**config.mk**
```make
export PLATFORM = sky130hd
export DESIGN_NAME = contador_modulo_n
export DESIGN_NICKNAME = d
export VERILOG_FILES = /design/src/rtl/contador_modulo_n.sv
export SDC_FILE = /design/constraint.sdc
export NUM_CORES = 1
export LEC_CHECK = 0
export CORE_AREA = 5 5 42 44
export CTS_BUF_LIST = sky130_fd_sc_hd__clkbuf_4 sky130_fd_sc_hd__clkbuf_8
export CTS_CLUSTER_DIAMETER = 30
export DETAILED_ROUTE_END_ITERATION = 10
export DIE_AREA = 0 0 47 49
export GPL_ROUTABILITY_DRIVEN = 1
export GPL_TIMING_DRIVEN = 0
export PLACE_DENSITY = 0.72
export RECOVER_POWER = 50
export SYNTH_ARGS = -nofsm -noshare
export SYNTH_HDL_FRONTEND = slang
export SYNTH_SLANG_ARGS = --single-unit
```
**constraint.sdc**
```tcl
create_clock -name clk -period 2.7 [get_ports clk]
set_input_delay 0.54 -clock clk [delete_from_list [all_inputs] [get_ports clk]]
set_output_delay 0.54 -clock clk [all_outputs]
set_load 0.05 [all_outputs]
```
**src/rtl/contador_modulo_n.sv**
```systemverilog
// Parametrised modulo-N up/down counter built from JK-semantic state cells.
// J/K excitation is derived from the next state and exposed for observation.
module contador_modulo_n #(
   parameter int          WIDTH  = 3,
   parameter int unsigned MODULO = 7,
   parameter int unsigned INIT   = 0
) (
   input  logic             clk,
   input  logic             rst_n,
   input  logic             en,
   input  logic             up,
   input  logic             load,
   input  logic [WIDTH-1:0] d,
   output logic [WIDTH-1:0] q,
   output logic [WIDTH-1:0] nq,
   output logic [WIDTH-1:0] j,
   output logic [WIDTH-1:0] k,
   output logic             tc,
   output logic             wrap,
   output logic             err
);

   localparam logic [WIDTH-1:0] MAXV   = WIDTH'(MODULO - 1);
   localparam logic [WIDTH-1:0] INIT_V = WIDTH'(INIT);

   logic [WIDTH-1:0] nxt;
   logic             d_ok;
   logic             at_end;

   // MODULO may equal 2**WIDTH, so the legality check is done in 32 bits
   assign d_ok   = 32'(d) < MODULO;
   assign at_end = up ? (q == MAXV) : (q == '0);
   assign tc     = en & ~load & at_end;

   always_comb begin
      nxt = q;
      if (load)
         nxt = d_ok ? d : '0;
      else if (en) begin
         if (up)
            nxt = at_end ? '0 : q + WIDTH'(1);
         else
            nxt = at_end ? MAXV : q - WIDTH'(1);
      end
   end

   assign j  = ~q & nxt;
   assign k  = q & ~nxt;
   assign nq = ~q;

   // each state bit behaves as a JK flip-flop driven by j/k
   always_ff @(posedge clk or negedge rst_n) begin
      if (!rst_n)
         q <= INIT_V;
      else begin
         for (int i = 0; i < WIDTH; i++) begin
            case ({j[i], k[i]})
               2'b10:   q[i] <= 1'b1;
               2'b01:   q[i] <= 1'b0;
               2'b11:   q[i] <= ~q[i];
               default: q[i] <= q[i];
            endcase
         end
      end
   end

   always_ff @(posedge clk or negedge rst_n) begin
      if (!rst_n) begin
         wrap <= 1'b0;
         err  <= 1'b0;
      end else begin
         wrap <= tc;
         if (load && !d_ok)
            err <= 1'b1;
      end
   end

endmodule

```
==> results of run 1 <==
-- worst paths after layout --
kind | from | endpoint | slack, ns | cells after the start
max reg2reg | q[1] | q[0] | 0.51 | 8
max | q[1] | j[0] | -0.006 | 7
max in group asynchronous | rst_n | q[1] | 1.90 | 1
min | err | err | 0.47 | 1
min reg2reg | err | err | 0.47 | 1
min in group asynchronous | rst_n | err | 0.58 | 1
-- worst register-to-register path, cell delays in order, from the launching register on --
cell	delay (ns)
dfrtp_4	0.49
buf_6	0.14
ha_4	0.16
and3_4	0.17
or4_4	0.47
a22oi_2	0.19
ha_4	0.23
nor2b_1	0.13
a31oi_1	0.13
-- layout make-up --
class | instances | share of cell area
multi-input cells | 49 | 0.492
repair buffers | 29 | 0.288
flip-flops and latches | 5 | 0.138
clock buffers | 4 | 0.0318
inverters | 4 | 0.0239
well taps | 16 | 0.0212
plain buffers | 1 | 0.00531
-- kinds of logic after synthesis --
logic type,count (synthesis)
simple gates,22
compound gates,15
fa+ha+maj,11
buf+inv,5
flops,5
mux,1
-- flip-flops by register name, indices dropped and copies added (netlist names) --
register and count:
err 1, wrap 1, q 3
-- power breakdown --
part	total [uW]	switching (uW)	internal, uW
registers	151	45.5	106
logic	871	514	358
clock network	99.0	32.9	66.0
-- stage by stage --
step           worst slack (ns)  hold slack (ns)
2_1_floorplan            -0.183            0.244
3_3_place_gp             -0.738            0.452
3_5_place_dp             -0.740            0.470
4_1_cts                 -0.0422            0.481
5_1_grt                 -0.0744            0.496
6_report               -0.00621            0.472
-- per-layer routing --
layer,GRT usage,share of wire,vias to the layer above
met1,0.164,0.40,275
li1,-,-,283
met4,0.0599,0.033,0
met5,0,0,-
met2,0.208,0.47,24
met3,0.0738,0.090,7
-- placed cells by master (no fill, tap or decap), drive strengths merged, types with 2 or more instances in the layout --
cell type and count:
buf 12, clkbuf 6, nor2b 2, clkdlybuf4s50 12
a22oi 2, a21oi 3, clkinvlp 2, nand2 6
and3 2, nor2 3, a31oi 2, ha 11
inv 2, dlygate4sd2 3, dfrtp 5
-- repair_timing --
item                       in CTS  in global routing
setup endpoints to repair       7                  6
pin swaps                       2                  4
setup buffers                   6                  1
resized for setup              40                  7
==> impl_metrics.tcl, run 1 <==
set metrics [dict create \
    diodes 0 \
    drt-pass1-iter-count 4 \
    cp-start-kind "register" \
    max_stage_delay_ns 0.49 \
    gp_congestion 0.723 \
    synth_fa_ha_area_frac 0.262 \
    fin_util 0.673 \
    fin_ws_ns -0.00621 \
    synth_top_flop_cell "dfrtp_1" \
    fillCellCount 119 \
    via_count 589 \
    power_density_nw_per_um2 1190 \
    clkSlewWorstSetupHoldPaths_ns 0.04 \
    holdCritPathClass "register to register" \
    port_buffers 22 \
    grt_pass1_vias 555 \
    synth_mux_area_frac 0.0190 \
    finalSetupViolCount 1 \
    register_area_um2 130 \
    failed_checks "setup timing" \
    post-route-drc-count 0 \
    ctsHoldBuffers 0 \
    rows 14 \
    critical-path-top-delay-family "simple AND/OR/NAND/NOR gates" \
    dp_hpwl_um 1040 \
    synth_top_area_share 0.262 \
    yosys-top-cells-count "11 x ha_1, 6 x nand2_1, 5 x dfrtp_1" \
    synth_edf_count 0 \
    cp_slowest_cell "dfrtp_4" \
    drt_iter0_markers 8 \
    via_per_inst 5.45 \
    drt-total-wl_um 1470 \
    path_class "register to output port" \
    syn-num-nets 78 \
    grt_max_degree 11 \
    synthDistinctLibCells 31 \
    drv_cap 0 \
    rsz0062_at_grt "true" \
    hold_viol_final 0 \
    fin_tns_setup_ns -0.00621 \
    dieHeight_um 49 \
    status "finished, violations left" \
    clock_skew_ns 0.00233 \
    setup.worst_path.end_class "output port" \
    timing.final.crit_share 1.00 \
    synth.cell_area_um2 526 \
    synth.area.top_cells "ha_1 26%, dfrtp_1 24%, nand2_1 4.3%, a21oi_1 2.9%, inv_1 2.9%" \
    total_power_uw 1120 \
    postRouteAntennaNets 0 \
    crit_fanout 4 \
    relSlewSlack 0.668 \
    track_usage 0.141 \
    clock_latency_ns 0.25 \
    cts_buffers 3 \
    coreArea_um2 1400 \
    fp.dieArea_um2 2300 \
    netlist_instances 59 \
    ys_seq_area_frac 0.238 \
    yosys.area_share.simple 0.226 \
    tritoncts "yes" \
    synth_warnings 0 \
    wire_per_inst_um 13.6 \
    die_w_um 47 \
    finish.instance_area_um2 943 \
    required_ns 2.16 \
    worst_slew_pin_slew_ns 0.497 \
    crit_arrival_ns 2.17 \
    ctsHtreeMaxLevel 1 \
    synth_xor_area_frac 0 \
    synth_top_family_by_area "adder cells" \
    post_dp_cell_area_um2 841 \
    nets 112 \
    multi_input_area_um2 464 \
    max_freq_mhz 370 \
    p_leak_uw 0.000400 \
    grt_first_pass_wirelength_um 2330 \
    ys_ff_latch 5 \
    initial_core_util 0.375 \
    area_growth_pct 79.5 \
    cts-root-buf "clkbuf_4" \
    ctsLongestPathBuffers 2 \
    grt-ovfl-total 0 \
    synth.most_common_cell "ha_1" \
    layout-drive-gt1-share 0.413 \
    clock_sinks 5 \
    post-route-min-period_ns 2.71 \
    ir_drop_v 0.000670 \
    synth_top_area_cell "ha_1" \
    synth_area_per_cell_um2 8.91 \
    synth_compound_area_frac 0.219 \
    antenna_found_initial 0 \
    async_reset_ff_frac 1.00 \
    crit_chain "buf_6, ha_4, and3_4, or4_4, a22oi_2, ha_4, buf_8" \
    fin_cells 108 \
    placed_cells 97 \
    crit_top_cell "ha_4" \
    critPathBufInv 2 \
    io_pins 23 \
    maxSlewViolCount 0 \
]
Power figures use the tool's default switching activity.
==> run 2: changes to the inputs <==
==> config.mk (replaced) <==
export PLATFORM = sky130hd
export DESIGN_NAME = contador_modulo_n
export DESIGN_NICKNAME = d
export VERILOG_FILES = /design/src/rtl/contador_modulo_n.sv
export SDC_FILE = /design/constraint.sdc
export NUM_CORES = 1
export LEC_CHECK = 0
export CORE_MARGIN = 5
export CORE_UTILIZATION = 30
export CTS_BUF_LIST = sky130_fd_sc_hd__clkbuf_4 sky130_fd_sc_hd__clkbuf_8
export CTS_CLUSTER_DIAMETER = 30
export DETAILED_ROUTE_END_ITERATION = 10
export GPL_ROUTABILITY_DRIVEN = 1
export GPL_TIMING_DRIVEN = 0
export PLACE_DENSITY = 0.56
export RECOVER_POWER = 50
export SETUP_SLACK_MARGIN = 0.1
export SYNTH_ARGS = -nofsm -noshare
export SYNTH_HDL_FRONTEND = slang
export SYNTH_SLANG_ARGS = --single-unit
==> constraint.sdc (replaced) <==
create_clock -name clk -period 3.25 [get_ports clk]
set_input_delay 0.65 -clock clk [delete_from_list [all_inputs] [get_ports clk]]
set_output_delay 0.65 -clock clk [all_outputs]
set_load 0.05 [all_outputs]
==> impl_metrics.tcl, run 2 (same netlist as run 1, synthesis figures left out) <==
set metrics [dict create \
    timing.final.crit_share 0.941 \
    r2r-end "q[0]" \
    rsz0062_at_grt "false" \
    setup.worst_path.end_class "output port" \
    largest_reg_flops 3 \
    die_w_um 51.9 \
    grt-ovfl-total 0 \
    track_usage 0.104 \
    antenna_found_initial 0 \
    io_pins 23 \
    rows 15 \
    cts_buffers 3 \
    post_dp_cell_area_um2 785 \
    maxSlewViolCount 0 \
    fin_ws_ns 0.191 \
    crit_arrival_ns 2.41 \
    postRouteAntennaNets 0 \
    dp_hpwl_um 1020 \
    post-route-min-period_ns 3.06 \
    path_class "input pin to output port" \
    clock_latency_ns 0.24 \
    required_ns 2.60 \
    via_per_inst 4.94 \
    cp-start-kind "input pin" \
    largestRegisters "q: 3 flops, err: 1 flops, wrap: 1 flops" \
    fp.dieArea_um2 2690 \
    tritoncts "yes" \
    relSlewSlack 0.658 \
    r2r-start "q[0]" \
    crit_fanout 10 \
    wire_per_inst_um 12.1 \
    drt-pass1-iter-count 3 \
    area_growth_pct 53.8 \
    cts-root-buf "clkbuf_4" \
    drv_cap 0 \
    coreArea_um2 1690 \
    layout-drive-gt1-share 0.212 \
    post-route-drc-count 0 \
    min_from "err" \
    grt_max_degree 11 \
    finalSetupViolCount 0 \
    drt_iter0_markers 5 \
    holdCritPathClass "register to register" \
    clock_skew_ns 0.000363 \
    ff2ff_setup_slack_ns 0.94 \
    grt_first_pass_wirelength_um 2010 \
    cts_setup_buffers 0 \
    port_buffers 22 \
    power_density_nw_per_um2 951 \
    dieHeight_um 51.9 \
    max_freq_mhz 327 \
    startpoint "load" \
    reg2reg_depth 8 \
    finish.instance_area_um2 808 \
    drt-total-wl_um 1240 \
    p_leak_uw 0.000366 \
    fin_util 0.479 \
    clkSlewWorstSetupHoldPaths_ns 0.04 \
    mostFrequentLayoutCells "10 x ha_1, 10 x clkdlybuf4s50_1, 6 x nand2_1" \
    dp_slack_ns -0.402 \
    grt_pass1_vias 485 \
    initial_core_util 0.311 \
    nets 105 \
    ir_drop_v 0.000340 \
    regMostFlops "q" \
    hold_end "err" \
    worst_slew_pin_slew_ns 0.511 \
    status "completed" \
    hold-worst-slack_ns 0.455 \
    gp_congestion 0.711 \
    clock_sinks 5 \
    ctsHtreeMaxLevel 1 \
    diodes 0 \
    worstHoldPathCells 1 \
    ctsLongestPathBuffers 2 \
    via_count 504 \
    hold_viol_final 0 \
]
==> run 2: cell types whose count changed in the layout (fill, tap and decap cells not counted), moves of 3 or more <==
| cell | previous run | this run |
|---|---|---|
| buf_4 | 7 | 0 |
| dlygate4sd3_1 | 1 | 5 |
| clkdlybuf4s15_2 | 0 | 3 |
| ha_4 | 4 | 0 |
| ha_1 | 4 | 10 |
==> run 2: routing by layer <==
metal	wire [um]	GRT usage
met4	42	0.105
met2	554	0.151
met1	610	0.129
met3	30	0.00860
met5	0	0
==> run 2: area by class of cell <==
class / count / area [um2]
timing repair buffer: 22 / 218
inverter: 4 / 22.5
buffer: 1 / 5.00
fill: 172 / 881
sequential: 5 / 128
tap: 17 / 21.3
clock buffer: 4 / 30.0
multi-input combinational: 49 / 384
==> run 2: worst max path at each step <==
| stage | to | depth (start not counted) |
|---|---|---|
| final | k[0] | 5 |
| after global routing | k[0] | 5 |
| after CTS | j[0] | 6 |
| after detailed placement | j[0] | 6 |
| after global placement | j[0] | 6 |
| after floorplan | k[2] | 6 |
==> run 2: metrics by stage <==
stage / cells / power, uW / setup TNS, ns
6_report: 102 / 768 / 0
5_1_grt: 102 / 823 / 0
4_1_cts: 102 / 788 / 0
3_5_place_dp: 98 / 717 / -1.50
3_3_place_gp: 98 / 716 / -1.58
2_1_floorplan: 59 / 549 / 0
==> run 2: critical path, cell delays in order <==
cell and delay (ns):
clkdlybuf4s50_1 0.50, clkbuf_2 0.23, nand3_1 0.13, and3_1 0.20, clkdlybuf4s50_1 0.70
==> run 2: what timing repair did <==
action / 4_1_cts / 5_1_grt
cloned: 0 / 0
setup endpoints to repair: 7 / 5
hold buffers: 0 / 0
resized for setup: 19 / 4
==> run 2: where the power goes <==
part	internal [uW]	leakage [uW]	switching [uW]	total, uW
Combinational	195	0.000293	368	563
Clock	54.6	0.0000184	22.9	77.4
Sequential	85.5	0.0000544	43.0	129
Total	335	0.000366	434	768
==> run 3: changes to the inputs <==
--- a/config.mk
+++ b/config.mk
@@ -10,11 +10,10 @@
 export CTS_BUF_LIST = sky130_fd_sc_hd__clkbuf_4 sky130_fd_sc_hd__clkbuf_8
 export CTS_CLUSTER_DIAMETER = 30
 export DETAILED_ROUTE_END_ITERATION = 10
-export GPL_ROUTABILITY_DRIVEN = 1
+export GPL_ROUTABILITY_DRIVEN = 0
 export GPL_TIMING_DRIVEN = 0
 export PLACE_DENSITY = 0.56
 export RECOVER_POWER = 50
-export SETUP_SLACK_MARGIN = 0.1
 export SYNTH_ARGS = -nofsm -noshare
 export SYNTH_HDL_FRONTEND = slang
 export SYNTH_SLANG_ARGS = --single-unit
==> impl_metrics.tcl, run 3 (same netlist as run 1, synthesis figures left out) <==
set metrics [dict create \
    status "completed" \
    crit_fanout 9 \
    clock_skew_ns 0.000302 \
    initial_core_util 0.311 \
    reg2reg_depth 8 \
    dieHeight_um 51.9 \
    rsz0062_at_grt "false" \
    fin_util 0.467 \
    diodes 0 \
    ff2ff_setup_slack_ns 0.98 \
    drt_iter0_markers 9 \
    hold_end "err" \
    nets 105 \
    mostFrequentLayoutCells "11 x ha_1, 9 x clkdlybuf4s50_1, 6 x nand2_1, 6 x dlygate4sd3_1, 4 x clkbuf_4" \
    ctsHoldBuffers 0 \
    ctsHtreeMaxLevel 1 \
    setup.worst_path.end_class "output port" \
    p_comb_frac 0.728 \
    clkSlewWorstSetupHoldPaths_ns 0.04 \
    cp-start-kind "input pin" \
    netSwitchingFraction 0.575 \
    coreArea_um2 1690 \
    postRouteAntennaNets 0 \
    port_buffers 22 \
    timing.final.crit_share 0.958 \
    track_usage 0.105 \
    clock_power_share 0.101 \
    grt_max_degree 11 \
    r2r-end "q[0]" \
    min_from "err" \
    power_density_nw_per_um2 959 \
    largest_reg_flops 3 \
    cts_buffers 3 \
    worst_slew_pin_slew_ns 0.508 \
    worstHoldPathCells 1 \
    regMostFlops "q" \
    tritoncts "yes" \
    dp_hpwl_um 1060 \
    layout-drive-gt1-share 0.200 \
    cts-root-buf "clkbuf_4" \
    io_pins 23 \
    rows 15 \
    area_growth_pct 50.0 \
    hold-worst-slack_ns 0.459 \
    fp.dieArea_um2 2690 \
    finalSetupViolCount 0 \
    grt_first_pass_wirelength_um 2100 \
    p_int_uw 321 \
    post-route-drc-count 0 \
    post_dp_cell_area_um2 782 \
    ir_drop_v 0.000374 \
    drv_cap 0 \
    fillCellCount 183 \
    wire_per_inst_um 12.6 \
    ctsLongestPathBuffers 2 \
    relSlewSlack 0.660 \
    grt_pass1_vias 497 \
    maxSlewViolCount 0 \
    seqPwrFrac 0.171 \
    mostFrequentLayoutCell "ha_1" \
    clock_sinks 5 \
    grt-ovfl-total 0 \
    p_sw_uw 435 \
    post-route-min-period_ns 3.11 \
    crit_arrival_ns 2.46 \
    r2r-start "q[0]" \
    drt-total-wl_um 1280 \
    finish.instance_area_um2 788 \
    p_leak_uw 0.000374 \
    via_per_inst 5.06 \
    clock_latency_ns 0.23 \
    required_ns 2.60 \
    die_w_um 51.9 \
    antenna_found_initial 0 \
    max_freq_mhz 321 \
    via_count 516 \
    largestRegisters "q: 3 flops, err: 1 flops, wrap: 1 flops" \
    drt-pass1-iter-count 4 \
    holdCritPathClass "register to register" \
    path_class "input pin to output port" \
    hold_viol_final 0 \
]
-- run 3: changes by cell type in the layout (fill, tap and decap cells not counted) --
cell,delta
nor3_2,+1
dlygate4sd3_1,+1
clkbuf_1,+1
ha_1,+1
clkdlybuf4s15_2,-3
nor3_1,-1
clkdlybuf4s50_1,-1
clkbuf_4,-1
buf_2,+1
clkbuf_2,+2
ha_2,-1
-- run 3: worst max path at each step --
stage	from	end	slack, ns	depth (start not counted)
2_1_floorplan	q[0]	j[0]	0.07	6
3_3_place_gp	up	j[0]	-0.41	6
3_5_place_dp	up	j[0]	-0.39	6
4_1_cts	up	j[0]	0.02	6
5_1_grt	up	j[0]	0.01	6
6_report	up	j[0]	0.14	6
-- run 3: metrics by stage --
| stage | std cells | setup TNS (ns) | setup slack, ns | power, uW |
|---|---|---|---|---|
| final | 102 | 0 | 0.135 | 756 |
| after global routing | 102 | 0 | 0.0118 | 813 |
| after CTS | 102 | 0 | 0.0168 | 783 |
| after detailed placement | 98 | -1.50 | -0.388 | 717 |
| after global placement | 98 | -1.55 | -0.409 | 714 |
| after floorplan | 59 | 0 | 0.0716 | 547 |
-- run 3: worst max-delay path, stage by stage --
cell and delay [ns]:
clkdlybuf4s50_1 0.53, and3_1 0.25, or4_1 0.48, a22oi_2 0.14
ha_1 0.16, buf_2 0.25
-- run 3: power by group through the flow --
stage	Combinational [uW]	Sequential (uW)	Clock [uW]
2_1_floorplan	356	190	0
3_3_place_gp	582	132	0
3_5_place_dp	585	131	0
4_1_cts	572	132	79.8
5_1_grt	592	137	84.6
6_report	550	129	76.4
-- run 3: per-layer routing --
layer,vias up,GRT usage,routed length [um]
met2,10,0.157,568
met4,0,0.0786,30
li1,268,-,-
met3,4,0.0143,38
met1,234,0.136,646
met5,-,0,0
-- run 3: final cells by class --
type / instances / area (um2) / area share
tap: 17 / 21.3 / 0.0270
clock buffer: 4 / 30.0 / 0.0381
buffer: 1 / 3.75 / 0.00476
sequential: 5 / 128 / 0.162
inverter: 4 / 22.5 / 0.0286
multi-input combinational: 49 / 387 / 0.490
timing repair buffer: 22 / 196 / 0.249
-- run 3: timing repair --
action | CTS | global route
gates cloned | 0 | 0
endpoints found under the setup margin | 6 | 6
endpoints found under the hold margin | 0 | 0
buffers inserted | 0 | 0
resized for setup | 11 | 10
